### src/rtl/md_issue_ctrl_pkg.sv
// Shared definitions for the multiply/divide issue controller: MDop codes,
// E-stage MD instruction encodings and the issue FSM state type.
package md_issue_ctrl_pkg;

  typedef enum logic [2:0] {
    MD_MULTU = 3'd0,
    MD_MULT  = 3'd1,
    MD_DIVU  = 3'd2,
    MD_DIV   = 3'd3,
    MD_MFHI  = 3'd4,
    MD_MFLO  = 3'd5,
    MD_MTHI  = 3'd6,
    MD_MTLO  = 3'd7
  } md_type_e;

  localparam logic [2:0] MDOP_MULTU = 3'b000;
  localparam logic [2:0] MDOP_MULT  = 3'b001;
  localparam logic [2:0] MDOP_DIVU  = 3'b010;
  localparam logic [2:0] MDOP_DIV   = 3'b011;

  typedef enum logic [1:0] {
    ST_IDLE  = 2'd0,
    ST_ISSUE = 2'd1,
    ST_BUSY  = 2'd2
  } md_state_e;

  // Types 0..3 start a multi-cycle operation; 4..7 only touch HI/LO.
  function automatic logic is_arith(input logic [2:0] md_type);
    return ~md_type[2];
  endfunction

endpackage

### src/rtl/md_issue_ctrl_watchdog.sv
// Latency watchdog for the MD busy window: counts BUSY cycles with md_busy
// high, flags expiry at MAX_LAT and keeps a sticky error until reset.
module md_issue_ctrl_watchdog #(
  parameter int MAX_LAT = 16,
  parameter int CW      = 5
) (
  input  logic clk,
  input  logic reset,
  input  logic active,
  input  logic md_busy,
  output logic expire,
  output logic md_err
);

  localparam logic [CW-1:0] LAST = CW'(MAX_LAT - 1);

  logic [CW-1:0] count;

  // Expiry fires on the MAX_LAT-th busy cycle, so the FSM leaves BUSY on that edge.
  assign expire = active & md_busy & (count == LAST);

  always_ff @(posedge clk) begin
    if (reset) begin
      count  <= '0;
      md_err <= 1'b0;
    end else begin
      if (!active || !md_busy || expire) begin
        count <= '0;
      end else begin
        count <= count + 1'b1;
      end
      if (expire) begin
        md_err <= 1'b1;
      end
    end
  end

endmodule

### src/rtl/md_issue_ctrl.sv
// Pipeline-side initiator for the multiply/divide unit: issues start pulses
// and HI/LO writes from E, tracks the busy window and stalls D behind it.
module md_issue_ctrl
  import md_issue_ctrl_pkg::*;
#(
  parameter int MAX_LAT = 16,
  parameter int CW      = 5
) (
  input  logic        clk,
  input  logic        reset,
  input  logic        e_md_req,
  input  logic [2:0]  e_md_type,
  input  logic [31:0] e_rs,
  input  logic [31:0] e_rt,
  input  logic        d_is_md,
  input  logic        md_busy,
  input  logic [31:0] md_hi,
  input  logic [31:0] md_lo,
  output logic        md_start,
  output logic [2:0]  md_op,
  output logic [31:0] md_a,
  output logic [31:0] md_b,
  output logic        md_hiwrite,
  output logic        md_lowrite,
  output logic        stall_d,
  output logic [31:0] e_md_rdata,
  output logic        md_err
);

  md_state_e state;
  md_state_e state_next;
  logic      accept;
  logic      idle;
  logic      expire;

  md_issue_ctrl_watchdog #(
    .MAX_LAT (MAX_LAT),
    .CW      (CW)
  ) u_watchdog (
    .clk     (clk),
    .reset   (reset),
    .active  (state == ST_BUSY),
    .md_busy (md_busy),
    .expire  (expire),
    .md_err  (md_err)
  );

  always_ff @(posedge clk) begin
    if (reset) begin
      state <= ST_IDLE;
    end else begin
      state <= state_next;
    end
  end

  // Requests seen outside IDLE are dropped silently; stall_d keeps them from happening.
  always_comb begin
    idle       = (state == ST_IDLE);
    accept     = ~reset & e_md_req & is_arith(e_md_type) & idle;
    state_next = state;
    md_start   = 1'b0;
    md_op      = MDOP_MULTU;
    md_hiwrite = 1'b0;
    md_lowrite = 1'b0;

    case (state)
      ST_IDLE: begin
        if (accept) begin
          state_next = ST_ISSUE;
          md_start   = 1'b1;
          md_op      = e_md_type;
        end
        if (!reset && e_md_req) begin
          md_hiwrite = (e_md_type == MD_MTHI);
          md_lowrite = (e_md_type == MD_MTLO);
        end
      end
      ST_ISSUE: begin
        state_next = ST_BUSY;
      end
      ST_BUSY: begin
        if (!md_busy || expire) begin
          state_next = ST_IDLE;
        end
      end
      default: begin
        state_next = ST_IDLE;
      end
    endcase
  end

  // The accept term holds a back-to-back MD instruction until HI/LO are final.
  always_comb begin
    stall_d = d_is_md & (~idle | accept);
    md_a    = e_rs;
    md_b    = e_rt;
    case (e_md_type)
      MD_MFHI: e_md_rdata = md_hi;
      MD_MFLO: e_md_rdata = md_lo;
      default: e_md_rdata = 32'd0;
    endcase
  end

endmodule
### config.mk
export PLATFORM = sky130hd
export DESIGN_NAME = md_issue_ctrl
export DESIGN_NICKNAME = d
export VERILOG_FILES = /design/src/rtl/md_issue_ctrl_pkg.sv /design/src/rtl/md_issue_ctrl_watchdog.sv /design/src/rtl/md_issue_ctrl.sv
export SDC_FILE = /design/constraint.sdc
export NUM_CORES = 1
export LEC_CHECK = 0
export BUFFER_PORTS_ARGS = -buffer_cell sky130_fd_sc_hd__buf_4
export CORE_AREA = 2 2 94 96
export CTS_CLUSTER_SIZE = 20
export DETAILED_ROUTE_END_ITERATION = 8
export DIE_AREA = 0 0 96 98
export GPL_TIMING_DRIVEN = 0
export HOLD_SLACK_MARGIN = 0.06
export SKIP_LAST_GASP = 1
export SYNTH_ARGS = -nofsm -noshare
export SYNTH_HDL_FRONTEND = slang
export SYNTH_HIERARCHICAL = 1
export SYNTH_SLANG_ARGS = --single-unit
export TNS_END_PERCENT = 5
### constraint.sdc
create_clock -name clk -period 2.1 [get_ports clk]
set_input_delay 0.63 -clock clk [delete_from_list [all_inputs] [get_ports clk]]
set_output_delay 0.63 -clock clk [all_outputs]
set_load 0.02 [all_outputs]
# Yosys cells after proc, flatten, opt, wreduce, memory -nomap -nowiden
# Cells that the tools add are included.
classes:
  add_sub_neg: 1
  eq_ne: 9
  muxes: 12
  bitwise_logic: 10
  reduce_logical: 10
ops:
  columns: ["op", "n"]
  rows:
  - ["case mux 32 bit (2 select lines)", 1]
  - ["equality test 3 bit, second input constant", 4]
  - ["bitwise AND 1 bit", 6]
  - ["2-to-1 mux 1 bit", 6]
  - ["2-to-1 mux 3 bit", 2]
  - ["case mux 2 bit (3 select lines)", 1]
  - ["adder 5 x 1 -> 5 bit, second input constant", 1]
  - ["equality test 5 x 4 -> 1 bit, second input constant", 1]
  - ["2-to-1 mux 2 bit", 2]
  - ["!= test 2 bit, second input constant", 2]
  - ["logical NOT 1 bit", 3]
  - ["logical OR 1 bit", 3]
  - ["NOT 1 bit", 3]
  - ["equality test 2 x 1 -> 1 bit, second input constant", 1]
  - ["equality test 2 bit, second input constant", 1]
  - ["logical NOT 2 bit", 1]
  - ["AND reduction 2 bit", 1]
  - ["OR reduction 2 bit", 1]
  - ["logical AND 1 bit", 1]
  - ["OR 1 bit", 1]
totals:
  reg_bits: 8
  input_bits: 136
  output_inout_bits: 104
  elab_cells: 45

# Logic depth before layout (Yosys ltp)
# Gate-level depths: netlist of the first run.
logic_depth:
  ltp_word: 6
  depth_mapped: 6
  ltp_nobuf: 6

# Modules after synthesis
# The synthesis of the first run kept the hierarchy.
modules_own_cells:
  columns: ["module", "n_inst", "cells_per_inst", "area_each_um2", "seq_area_each_um2"]
  rows:
  - ["md_issue_ctrl", 1, 126, 987.2, 40.0]
  - ["md_issue_ctrl_watchdog", 1, 24, 224.0, 120.1]

# Least setup slack after synthesis of the first run
# No wires, ideal clock.
synth_timing:
  kind: "input-to-output"
  start: "in reset"
  end: "out md_op[0]"
  arrival_time_ps: 1572
  t_required_ps: 1470
  path_slack_ps: -102
  path_stages: 3
  path_buffers: 1
  path_cell_list: "or4b_1 buf_2 nor3b_2"
synth_via:
  elab_chain_cells: 6
synth_lines:
  columns: ["item", "line_no", "rtl"]
  rows:
  - ["start: declaration", "md_issue_ctrl.sv:10", "input logic reset,"]
  - ["NOT 1 bit", "md_issue_ctrl.sv:59", "accept = ~reset & e_md_req & is_arith(e_md_type) & idle;"]
  - ["bitwise AND 1 bit (3 in a row)", "md_issue_ctrl.sv:59", null]
  - ["2-to-1 mux 3 bit", "md_issue_ctrl.sv:68", "if (accept) begin"]
  - ["2-to-1 mux 3 bit", "md_issue_ctrl.sv:66", "case (state)"]
  - ["end: declaration", "md_issue_ctrl.sv:20", "output logic [2:0] md_op,"]
# No other way between the ends.

# Worst setup path after layout of the first run
# Same ends and word-level chain as after synthesis.

==> results of run 1 <==
## cell usage after synthesis
master    number
conb_1         1
xnor2_1        1
or4bb_1        1
clkbuf_1       1
buf_2          7
nand2b_1       1
buf_4         66
inv_1          2
or4b_1         1
a22o_1        32
nor3b_2        3
and3_2         1
nor3b_1        1
ha_1           2
o31a_1         1
nor2b_1        1
and3_1         1
dfxtp_1        8
nor2_1        12
nand3_1        3
a21oi_1        1
nand3b_1       1
and3b_1        1
xor2_1         1
## sequential cells by signal, summed over array words and instances (netlist names)
name,cells
u_watchdog/md_err,1
u_watchdog/count,5
state,2
## final cells by class
type                       count  area, sq um
multi-input combinational     66          541
tap                          108          135
buffer                        72          549
clock buffer                   3         41.3
timing repair buffer         175         1330
sequential                     8          160
inverter                       2         7.51
fill                         872         5700
## routing by layer
layer	part of all wire (%)	routed length, um	global-route usage [%]	vias to the layer above
met5	0.25	13	0	-
met1	34	1740	10.1	725
met4	0.29	15	1.54	2
met3	13	672	2.31	4
met2	52	2660	18.2	125
li1	-	-	-	811
## worst max path at each step
stage	startpoint	end	cells after the start
final	reset	md_op[0]	4
after floorplan	reset	md_op[0]	3
after global placement	e_md_type[2]	e_md_rdata[14]	5
after global routing	reset	md_op[0]	4
after detailed placement	e_md_type[2]	e_md_rdata[5]	5
after CTS	reset	md_op[0]	4
## worst reg2reg max path, delay by kind of cell (launching register included)
kind                     cells  cell delay, ns
AND/OR/NAND/NOR              3            0.88
adder cells (fa/ha/maj)      2            0.42
flip-flops                   1            0.31
AO/OA/AOI/OAI                1            0.12
## stage by stage
| stage | setup slack, ns | hold slack [ns] | setup TNS [ns] |
|---|---|---|---|
| after floorplan | -0.0666 | 0.418 | -1.86 |
| after global placement | -0.450 | 0.430 | -13.94 |
| after detailed placement | -0.433 | 0.444 | -13.60 |
| after CTS | -0.243 | 0.449 | -7.35 |
| after global routing | -0.218 | 0.475 | -5.89 |
| final | -0.184 | 0.442 | -3.95 |
## power by group through the flow
| stage | clock network, mW | registers (mW) | logic, mW |
|---|---|---|---|
| after floorplan | 0 | 0.158 | 0.292 |
| after global placement | 0 | 0.159 | 0.550 |
| after detailed placement | 0 | 0.159 | 0.555 |
| after CTS | 0.185 | 0.156 | 0.560 |
| after global routing | 0.193 | 0.156 | 0.593 |
| final | 0.177 | 0.156 | 0.558 |
## timing repair
item / CTS / global route
setup buffers: 2 / 0
pin swaps: 2 / 1
gates resized for setup: 8 / 8
endpoints found under the setup margin: 37 / 37
## kinds of logic (layout without fill, tap and decap cells)
logic type               count (synthesis)  count (layout)  synth area share (%)
other                                    1               1                 0.310
AND/OR/NAND/NOR                         27              27                  13.9
AO/OA/AOI/OAI                           34              34                  24.3
buffers and inverters                   76             252                  44.7
flip-flops                               8               8                  13.2
XOR/XNOR                                 2               2                  1.45
adder cells (fa/ha/maj)                  2               2                  2.07
==> impl_metrics.csv, run 1 <==
group,metric,value,unit
sta,hold_viol,0,
global_routing,grt_max_degree,11,
pwr,p_leak,1.52,nW
hold_path,min_from,"u_watchdog/count[0]",
route,vias,1667,
pwr,p_int,599,uW
synthesis,syn-num-nets,288,
status,violations,"setup timing",
final_layout,final_common_cell,"buf_4",
floorplanning,core,8470,sq um
clocking,insertion_delay,0.22,ns
place,hpwl,4610,um
route,vias_per_cell,3.84,
worst_setup_path,cp_max_fo,6,
global_routing,antenna_found_initial,1,
route,first_pass_iters,4,
final_layout,area_delta_synth_final,128,%
worst_setup_path,crit_path_end_kind,"output pin",
pwr,p_per_area,322,nW/um^2
synthesis,postSynthCellCount,150,
sta,clock_skew,0.000375,ns
pwr,comb_power_share,62.6,%
worst_setup_path,crit_chain,"buf_8 -> or4b_4 -> nor3b_4 -> buf_6",
sta,period_minus_slack,2.28,ns
hold_path,whs_path_depth,1,
worst_setup_path,path_buf_inv,2,
worst_setup_path,cp_slowest_stage_delay,0.57,ns
global_routing,grt_pass1_wl,7170,um
global_routing,grt_usage,9.36,%
sta,worst_slack,-0.184,ns
worst_setup_path,r2r-start,"u_watchdog/count[0]",
route,drt-total-wl,5100,um
synthesis,avgSynthCellArea,8.07,sq um
pwr,clkPwrFrac,19.9,%
clocking,clkSinkCount,8,
final_layout,stdcell_count,434,
final_layout,fin_util,32.7,%
synthesis,seq_area_frac_synth,13.2,%
pwr,p_sw_share,32.8,%
final_layout,final_cell_mix,"buf_4 (237), a22o_1 (32), nor2_1 (9)",
clocking,clkTransAtPathRegs,0.04,ns
worst_setup_path,r2r_slack,0.30,ns
sta,rsz0062_at_grt,"true",
synthesis,yosysTopAreaCell,"buf_4",
place,place_area,2680,sq um
route,drc_errors,0,
hold_path,hold_end,"u_watchdog/count[0]",
place,dp_cells,431,
pwr,irDropWorstVdd,0.199,mV
route,drtIter0Drc,15,
pwr,power.total,891,uW
sta,setup_viol,35,
floorplanning,start_util,14.3,%
final_layout,fin_area,2770,sq um
route,wl_per_cell,11.8,um
floorplanning,die_x,96,um
clocking,cts_hold_buf,0,
pwr,seqPwrFrac,17.5,%
global_routing,first_global_vias,1614,
clocking,cts_root_buf,"clkbuf_8",
synthesis,synth_warnings,6,
floorplanning,die_h,98,um
worst_setup_path,critPathKind,"primary input to output pin",
floorplanning,dieArea,9410,sq um
synthesis,netlist.area_leader.share,40.9,%
place,place_congestion,0.660,
hold_path,hold_path.class,"flip-flop to flip-flop",
floorplanning,ios,240,
synthesis,synthesis.area,1210,sq um
final_layout,num_antenna_cells,0,
synthesis,synth.area.top_cells,"buf_4 (41%), a22o_1 (23%), dfxtp_1 (13%)",
worst_setup_path,required,1.47,ns
clocking,cts_buffers,3,
worst_setup_path,critPathTopFamily,"simple AND/OR/NAND/NOR gates",
worst_setup_path,rr_endpoint,"state[1]",
sta,fmax,438,MHz
worst_setup_path,rr_worst_depth,6,
worst_setup_path,slowest_stage,"or4b_4",
final_layout,nets,466,
worst_setup_path,start_kind,"primary input",
status,status,"finished with violations",
place,placement.io_buffers,173,
route,drtAntennaViolNets,0,
worst_setup_path,worstPathArrival,1.65,ns
run,maxCapViolCount,0,
global_routing,grt_overflow,0,
synthesis,synth-seq-cells,8,
sta,fin_crit_sh,109,%
final_layout,drive_above_1_share,79.4,%
synthesis,ys_types,24,
pwr,power_switching,293,uW
clocking,h-tree-depth,1,
floorplanning,floorplan.rows,34,
clocking,cts_tree,"built",
sta,slew_viol_final,0,
clocking,cts_max_path_buffers,2,
Power figures use the tool's default switching activity.
==> run 2, diff against run 1 <==
CELL_PAD_IN_SITES_DETAIL_PLACEMENT = 1   (was default)
CELL_PAD_IN_SITES_GLOBAL_PLACEMENT = 2   (was default)
CORE_AREA = default   (was 2 2 94 96)
CORE_ASPECT_RATIO = 1.4   (was default)
CORE_UTILIZATION = 10   (was default)
DIE_AREA = default   (was 0 0 96 98)
PLACE_DENSITY = 0.89   (was default)
==> impl_metrics.csv, run 2 (same netlist as run 1, synthesis figures left out) <==
group,metric,value,unit
route,first_pass_iters,4,
worst_setup_path,critPathKind,"primary input to output pin",
place,placement.io_buffers,173,
floorplanning,start_util,10.2,%
clocking,clkSinkCount,8,
sta,whs,0.461,ns
final_layout,nets,467,
global_routing,grt_overflow,0,
final_layout,final_cell_mix,"buf_4 (244), a22o_1 (32), nor2_1 (9)",
worst_setup_path,required,1.47,ns
final_layout,drive_above_1_share,79.5,%
pwr,p_per_area,369,nW/um^2
final_layout,largest_reg_flops,5,
global_routing,first_global_vias,1720,
pwr,seqPwrFrac,15.0,%
worst_setup_path,start_kind,"primary input",
place,dp_cells,470,
hold_path,hold_end,"u_watchdog/count[0]",
sta,setup_viol,37,
sta,rsz0062_at_grt,"true",
sta,tns,-4.80,ns
clocking,cts_root_buf,"clkbuf_16",
global_routing,grt_usage,8.69,%
floorplanning,dieArea,12600,sq um
final_layout,num_antenna_cells,0,
worst_setup_path,rr_worst_depth,6,
pwr,comb_power_share,53.9,%
place,dpl_worst_slack,-0.543,ns
floorplanning,die_x,95.0,um
floorplanning,floorplan.rows,47,
floorplanning,core,11800,sq um
route,drt-total-wl,6100,um
worst_setup_path,crit_path_end_kind,"output pin",
final_layout,final_common_cell,"buf_4",
pwr,power.total,1.05,mW
global_routing,antenna_found_initial,0,
clocking,h-tree-depth,1,
pwr,p_leak,1.53,nW
sta,worst_slack,-0.234,ns
pwr,p_int,720,uW
sta,period_minus_slack,2.33,ns
clocking,cts_buffers,3,
route,vias_per_cell,3.60,
worst_setup_path,worstPathArrival,1.70,ns
place,place_congestion,0.726,
worst_setup_path,cp_max_fo,6,
pwr,power_switching,328,uW
global_routing,grt_pass1_wl,8440,um
worst_setup_path,r2r_slack,0.28,ns
clocking,clkTransAtPathRegs,0.04,ns
final_layout,area_delta_synth_final,135,%
clocking,insertion_delay,0.24,ns
floorplanning,die_h,132,um
final_layout,stdcell_count,474,
clocking,cts_max_path_buffers,2,
status,violations,"setup timing",
sta,clock_skew,0.00173,ns
worst_setup_path,rr_endpoint,"state[1]",
pwr,clkPwrFrac,31.2,%
hold_path,hold_path.class,"flip-flop to flip-flop",
route,wl_per_cell,12.9,um
final_layout,reg_top3,"u_watchdog/count x5, state x2, u_watchdog/md_err x1",
global_routing,grt_max_degree,11,
sta,fin_crit_sh,111,%
floorplanning,ios,240,
sta,hold_viol,0,
final_layout,regMostFlops,"u_watchdog/count",
clocking,cts_tree,"built",
worst_setup_path,r2r-start,"u_watchdog/count[0]",
route,drc_errors,0,
route,drtIter0Drc,22,
sta,fmax,428,MHz
clocking,cts_hold_buf,0,
route,drtAntennaViolNets,0,
status,status,"finished with violations",
route,vias,1708,
hold_path,whs_path_depth,1,
sta,slew_viol_final,0,
pwr,irDropWorstVdd,0.306,mV
hold_path,min_from,"u_watchdog/count[0]",
pwr,p_sw_share,31.3,%
run,maxCapViolCount,0,
place,hpwl,5440,um
run 2: cell count changes in the layout (fill, tap and decap cells not counted):
| cell | change |
|---|---|
| buf_4 | +7 |
| buf_6 | -3 |
| clkbuf_16 | +3 |
| clkbuf_8 | -3 |
| buf_2 | -1 |
| buf_8 | -1 |
| clkbuf_4 | -1 |
run 2: layout make-up:
type	count	area, sq um
Tap cell	147	184
Fill cell	1425	8980
Inverter	2	7.51
Clock buffer	3	75.1
Timing Repair Buffer	177	1340
Buffer	71	537
Multi-Input combinational cell	66	541
Sequential cell	8	160
run 2: per-stage QoR:
stage          instance area [sq um]  util [%]
5_1_grt                         2840      24.0
3_3_place_gp                    2720      23.0
4_1_cts                         2830      23.9
3_5_place_dp                    2720      23.0
6_report                        2840      24.0
2_1_floorplan                   1240         -
run 2: how the worst max path moves through the flow:
stage / slack, ns / cells after the start / startpoint / end
floorplan: -0.07 / 3 / reset / md_op[0]
global placement: -0.56 / 5 / e_md_type[2] / e_md_rdata[10]
detailed placement: -0.54 / 5 / e_md_type[2] / e_md_rdata[10]
CTS: -0.23 / 4 / reset / md_op[0]
global route: -0.26 / 4 / reset / md_op[0]
finish: -0.23 / 4 / reset / md_op[0]
run 2: critical path: stages:
cell	delay (ns)
buf_4	0.13
or4b_4	0.56
nor3b_4	0.23
buf_6	0.15
run 2: repair_timing:
item	4_1_cts	5_1_grt
setup buffers	3	1
pin swaps	1	1
endpoints found under the setup margin	37	37
endpoints found under the hold margin	0	0
gates resized for setup	7	3
run 2: power by group through the flow:
stage / registers [mW] / clock network [mW] / logic, mW
floorplan: 0.158 / 0 / 0.292
global placement: 0.159 / 0 / 0.558
detailed placement: 0.159 / 0 / 0.565
CTS: 0.157 / 0.332 / 0.570
global route: 0.157 / 0.342 / 0.601
finish: 0.157 / 0.327 / 0.564
run 2: per-layer routing:
layer,part of all wire [%],global-route usage (%)
met1,35,9.85
met2,49,16.1
met3,14,1.67
met4,0.97,2.27
met5,0,0
